<file path="src/rtl/seg_scan_decoder.sv">
// Recovers a signed 4-bit digit from a multiplexed two-digit 7-segment scan (sign + magnitude).
// Samples each stable dwell once, pairs sign and magnitude in any order, and flags bad input.
module seg_scan_decoder #(
  parameter int unsigned SETTLE  = 4,
  parameter int unsigned TIMEOUT = 262143
) (
  input  logic       clk,
  input  logic       rst,
  input  logic [3:0] an,
  input  logic [6:0] seg,
  input  logic       dp,
  output logic [3:0] value,
  output logic       valid,
  output logic       err,
  output logic [7:0] err_cnt,
  output logic       stale
);

  localparam int unsigned CW = $clog2(SETTLE + 1);
  localparam int unsigned TW = $clog2(TIMEOUT + 1);
  localparam logic [CW-1:0] SETTLE_MAX  = CW'(SETTLE);
  localparam logic [CW-1:0] SETTLE_LAST = CW'(SETTLE - 1);
  localparam logic [TW-1:0] TMO_MAX     = TW'(TIMEOUT);

  typedef enum logic [1:0] {
    EMPTY,
    HAVE_SIGN,
    HAVE_MAG
  } frame_e;

  logic [3:0]    an_q, an_p_q;
  logic [6:0]    seg_q, seg_p_q;
  logic [CW-1:0] cnt_q, cnt_d;
  frame_e        state_q, state_d;
  logic          neg_q, neg_d;
  logic [3:0]    mag_q, mag_d;
  logic [3:0]    value_q, value_d;
  logic          valid_q, valid_d;
  logic          err_q, err_d;
  logic [7:0]    err_cnt_q, err_cnt_d;
  logic [TW-1:0] tmo_q, tmo_d;
  logic          stale_q, stale_d;

  logic          stable, sample;
  logic          mag_ok, sign_ok, neg;
  logic [3:0]    mag;
  logic          do_combine, c_neg, legal;
  logic [3:0]    c_mag;
  logic          dp_unused;

  assign dp_unused = dp;

  // The dwell counter measures how long the registered inputs have matched their previous copy.
  always_comb begin
    stable = (an_q == an_p_q) && (seg_q == seg_p_q);
    if (!stable) begin
      cnt_d = '0;
    end else if (cnt_q != SETTLE_MAX) begin
      cnt_d = cnt_q + CW'(1);
    end else begin
      cnt_d = cnt_q;
    end
    sample = stable && (cnt_q == SETTLE_LAST);
  end

  always_comb begin
    mag_ok = 1'b1;
    mag    = '0;
    case (seg_q)
      7'b1000000: mag = 4'd0;
      7'b1111001: mag = 4'd1;
      7'b0100100: mag = 4'd2;
      7'b0110000: mag = 4'd3;
      7'b0011001: mag = 4'd4;
      7'b0010010: mag = 4'd5;
      7'b0000010: mag = 4'd6;
      7'b1111000: mag = 4'd7;
      7'b0000000: mag = 4'd8;
      default:    mag_ok = 1'b0;
    endcase
    sign_ok = 1'b1;
    neg     = 1'b0;
    case (seg_q)
      7'b0111111: neg = 1'b1;
      7'b1111111: neg = 1'b0;
      default:    sign_ok = 1'b0;
    endcase
  end

  // Completing digit supplies its freshly decoded half; the other half comes from the held copy.
  always_comb begin
    state_d    = state_q;
    neg_d      = neg_q;
    mag_d      = mag_q;
    value_d    = value_q;
    valid_d    = 1'b0;
    err_d      = 1'b0;
    do_combine = 1'b0;
    c_neg      = neg_q;
    c_mag      = mag_q;
    legal      = 1'b0;
    if (sample) begin
      case (an_q)
        4'b1110: begin
          if (!mag_ok) begin
            err_d = 1'b1;
          end else if (state_q == HAVE_SIGN) begin
            do_combine = 1'b1;
            c_mag      = mag;
          end else begin
            mag_d   = mag;
            state_d = HAVE_MAG;
          end
        end
        4'b1101: begin
          if (!sign_ok) begin
            err_d = 1'b1;
          end else if (state_q == HAVE_MAG) begin
            do_combine = 1'b1;
            c_neg      = neg;
          end else begin
            neg_d   = neg;
            state_d = HAVE_SIGN;
          end
        end
        4'b1111: ;
        default: err_d = 1'b1;
      endcase
    end
    if (do_combine) begin
      legal = c_neg ? (c_mag != 4'd0) : (c_mag != 4'd8);
      if (legal) begin
        valid_d = 1'b1;
        value_d = c_neg ? (4'd0 - c_mag) : c_mag;
      end else begin
        err_d = 1'b1;
      end
    end
    if (err_d || do_combine) begin
      state_d = EMPTY;
    end
  end

  always_comb begin
    err_cnt_d = err_cnt_q;
    if (err_d && (err_cnt_q != 8'hFF)) begin
      err_cnt_d = err_cnt_q + 8'd1;
    end
    if (valid_d) begin
      tmo_d   = '0;
      stale_d = 1'b0;
    end else begin
      tmo_d   = (tmo_q == TMO_MAX) ? tmo_q : (tmo_q + TW'(1));
      stale_d = (tmo_d == TMO_MAX);
    end
  end

  always_ff @(posedge clk or posedge rst) begin
    if (rst) begin
      an_q      <= '1;
      seg_q     <= '1;
      an_p_q    <= '1;
      seg_p_q   <= '1;
      cnt_q     <= '0;
      state_q   <= EMPTY;
      neg_q     <= 1'b0;
      mag_q     <= '0;
      value_q   <= '0;
      valid_q   <= 1'b0;
      err_q     <= 1'b0;
      err_cnt_q <= '0;
      tmo_q     <= '0;
      stale_q   <= 1'b0;
    end else begin
      an_q      <= an;
      seg_q     <= seg;
      an_p_q    <= an_q;
      seg_p_q   <= seg_q;
      cnt_q     <= cnt_d;
      state_q   <= state_d;
      neg_q     <= neg_d;
      mag_q     <= mag_d;
      value_q   <= value_d;
      valid_q   <= valid_d;
      err_q     <= err_d;
      err_cnt_q <= err_cnt_d;
      tmo_q     <= tmo_d;
      stale_q   <= stale_d;
    end
  end

  assign value   = value_q;
  assign valid   = valid_q;
  assign err     = err_q;
  assign err_cnt = err_cnt_q;
  assign stale   = stale_q;

endmodule

</file>
<file path="config.mk">
export PLATFORM = sky130hd
export DESIGN_NAME = seg_scan_decoder
export DESIGN_NICKNAME = d
export VERILOG_FILES = /design/src/rtl/seg_scan_decoder.sv
export SDC_FILE = /design/constraint.sdc
export NUM_CORES = 1
export LEC_CHECK = 0
export ABC_AREA = 0
export BUFFER_PORTS_ARGS = -buffer_cell sky130_fd_sc_hd__clkbuf_2
export CAP_MARGIN = 20
export CORE_MARGIN = 4
export CORE_UTILIZATION = 37
export CTS_CLUSTER_DIAMETER = 30
export DETAILED_ROUTE_END_ITERATION = 16
export MAX_ROUTING_LAYER = met4
export PLACE_DENSITY = 0.52
export SETUP_SLACK_MARGIN = 0.3
export SLEW_MARGIN = 0
export SYNTH_ARGS = -nofsm -noshare
export SYNTH_HDL_FRONTEND = slang
export SYNTH_SLANG_ARGS = --single-unit
</file>
<file path="constraint.sdc">
create_clock -name clk -period 5.2 [get_ports clk]
set_input_delay 0.52 -clock clk [delete_from_list [all_inputs] [get_ports clk]]
set_output_delay 0.52 -clock clk [all_outputs]
set_load 0.05 [all_outputs]
</file>
==> summary.md <==
| Metric | Value |
|---|---|
| Headroom to the max-slew limit | `0.456` |
| TritonRoute pass-1 iters | `4` |
| Worst R2R Path Depth | `8` |
| Met2 Wirelength | `3010 um` |
| WL final | `6630 um` |
| Hold Path End | `seg_q[2]` |
| Distinct cells, synth | `54` |
| M1 wire length | `3290 um` |
| Worst R2R Setup Slack | `1.79 ns` |
| Startpoint Class | `register` |
| Final HPWL DP | `4610 um` |
| Setup repair after global routing missed its margin | `false` |
| First-pass GRT wire length | `11400 um` |
| Fmax | `293 MHz` |
| Share of layout cells above drive strength 1 | `0.244` |
| CP max FO | `25` |
| Total negative slack | `0 ns` |
| Synth area leaders | `dfrtp_1, dfstp_2, xor2_1, nor2_1, xnor2_1` |
| YS warnings | `0` |
| Post-synth EDFFs | `0` |
| Syn Nets | `343` |
| DR WL/cell | `14.3 um` |
| Slew Limit Fails | `0` |
| P&R area growth vs syn | `11.6%` |
| Reg-to-Reg End | `value[3]` |
| CTS Sinks | `65` |
| Min cycle time layout | `3.41 ns` |
| Vias per inst | `5.16` |
| Critical path data arrival time | `3.64 ns` |
| Synth top area share | `0.317` |
| Syn Inst Count | `323` |
| Final setup viols | `0` |
| Num CTS Buffers | `9` |
| Wire length on met3 | `260 um` |
| Buffers added on ports | `27` |
| Routed Antenna Nets | `0` |
| Async set-reset flop share out of synthesis | `1.00` |
| Synthesized area | `0.00340 mm^2` |
| P_leak | `1.63 nW` |
| Antenna violations before repair | `0` |
| Count of state elements after synthesis | `65` |
| Hold-critical path depth | `1` |
| Yosys top cell by area | `dfrtp_1` |
| Register area share after synthesis | `0.487` |
| CP Capture Type | `register` |
| Placement Setup Slack | `1.75 ns` |
| Req. time, crit path | `5.42 ns` |
| Core ar. | `0.00885 mm^2` |
| Slew @ Worst Pin | `0.816 ns` |
| H-tree levels | `3` |
| Critical path type | `register to register` |
| Final Hold Vio Count | `0` |
| Clock transition at path regs | `0.07 ns` |
| Largest net degree at the start of global routing | `66` |
| Tcrit/Tclk final | `0.656` |
| CTS tree | `yes` |
| Avg Inst Size Synth | `10.5 um^2` |
| Clock Tree Root | `clkbuf_8` |
| Fillers | `894` |
| Hold Crit Start | `seg[2]` |
| Grt ovf | `0` |
| Cts repair resizes | `0` |
| Die Span X | `104 um` |
| Count leader, synth | `dfrtp_1` |
| ANT cells | `0` |
| # IOs | `29` |
| Clock latency on the worst-skew pair | `0.34 ns` |
| Vias | `2395` |
| GRT Util Overall | `0.133` |
| Most used DFF post-synth | `dfrtp_1` |
| Clock buffer depth | `2` |
| Max IR drop VDD | `0.120 mV` |
| Number of remaining DRC errors | `0` |
| Starting density of the core | `0.384` |
| Nets | `371` |
| MaxCap Viol Count | `0` |
| Site Rows | `34` |
| Post-CTS setup buffers | `0` |
| Max Used Layer | `met4` |
| Pwr dens | `256 mW/mm^2` |
| First-iteration detailed-routing DRC count | `146` |
| Worst r2r src | `seg_q[6]` |
| Min-delay worst type | `input pin to register` |
| Number of global-route vias before repair | `2306` |
| # hold bufs at CTS | `0` |
| Clock skew | `0.00951 ns` |
| Final WS setup | `1.79 ns` |
| Run status | `completed` |
| Die Span Y | `104 um` |
| Gp weighted congestion | `0.793` |
| Seq. cell area | `0.00165 mm^2` |
| Commonest cells in the netlist | `dfrtp_1, nor2_1, xor2_1` |
| Die Area | `0.0108 mm^2` |
| Multi-input gate area | `0.00164 mm^2` |
flip-flops by register name (all words and copies together), names as in the netlist:
| register | count |
|---|---|
| an_p_q | 4 |
| an_q | 4 |
| cnt_q | 3 |
| err | 1 |
| err_cnt | 8 |
| mag_q | 4 |
| neg_q | 1 |
| seg_p_q | 7 |
| seg_q | 7 |
| stale | 1 |
| state_q | 2 |
| tmo_q | 18 |
| valid | 1 |
| value | 4 |
kinds of logic (layout without fill, tap and decap cells):
| kind of cell | after synthesis | count (layout) | synth area share |
|---|---|---|---|
| adders and majority gates | 6 | 6 | 0.0221 |
| DFF | 65 | 65 | 0.487 |
| buffers and inverters | 23 | 56 | 0.0313 |
| xor gates and xnor gates | 38 | 38 | 0.102 |
| AOI/OAI and AO/OA | 46 | 46 | 0.0939 |
| and+or+nand+nor | 133 | 133 | 0.224 |
| muxes | 12 | 12 | 0.0394 |
critical path, stage by stage (launching register included):
cell and delay (ns):
dfstp_2 0.66, or3b_2 0.50, nor2_1 0.13, a211oi_2 0.10, a21oi_1 0.36, mux2i_1 0.17
ha_1 0.30, a31oi_4 0.65, mux2_2 0.41
routing by layer:
metal,GRT usage,vias to the layer above
met3,0.0311,6
met5,-,-
met1,0.179,1151
li1,-,1197
met4,0.0589,0
met2,0.190,41
where the power goes:
group / total [mW] / switching [mW] / internal [mW]
Combinational: 0.0378 / 0.0241 / 0.0137
Clock: 0.397 / 0.198 / 0.199
Sequential: 0.534 / 0.0127 / 0.522
cell type report:
class,instances,share of cell area
repair buffers,28,0.0376
flip-flops and latches,65,0.436
multi-input cells,235,0.432
inverters,12,0.0119
clock buffers,12,0.0409
well taps,108,0.0356
clock inverters,4,0.00627
placed cells by master (no fill, tap or decap), types with 3 or more instances in the layout:
master,netlist,layout
dfrtp_1,43,43
mux2_2,7,7
clkbuf_2,0,27
nand2_1,19,19
nand4_1,13,13
inv_1,12,11
nand2b_1,3,3
o21ai_0,10,10
and3_1,14,14
mux2i_1,3,3
nand3_1,14,14
nor3_1,7,7
nor4_1,3,3
xor2_1,23,23
o21a_1,3,3
and2_1,3,3
nor2_1,31,31
o22ai_1,3,3
ha_1,6,6
xnor2_1,13,13
dfstp_2,22,22
inv_4,0,3
clkbuf_8,0,11
a21oi_1,17,17
worst max path at each step:
stage                     startpoint  slack (ns)         end
after floorplan             seg_q[6]        2.18  err_cnt[1]
after global placement      seg_q[6]        1.80    value[2]
after detailed placement    seg_q[6]        1.75    value[3]
after CTS                   seg_q[6]        1.74    value[3]
after global routing        seg_q[6]        1.55    value[3]
final                       seg_q[6]        1.79    value[3]
metrics by stage:
step	power [mW]	util	instances	hold slack, ns	instance area (um^2)
floorplan	0.570	-	323	0.352	3400
CTS	0.986	0.429	464	0.238	3790
global route	1.02	0.429	464	0.231	3790
detailed placement	0.582	0.408	448	0.386	3610
finish	0.969	0.429	464	0.256	3790
global placement	0.581	0.408	448	0.385	3610
Power figures use the tool's default switching activity.
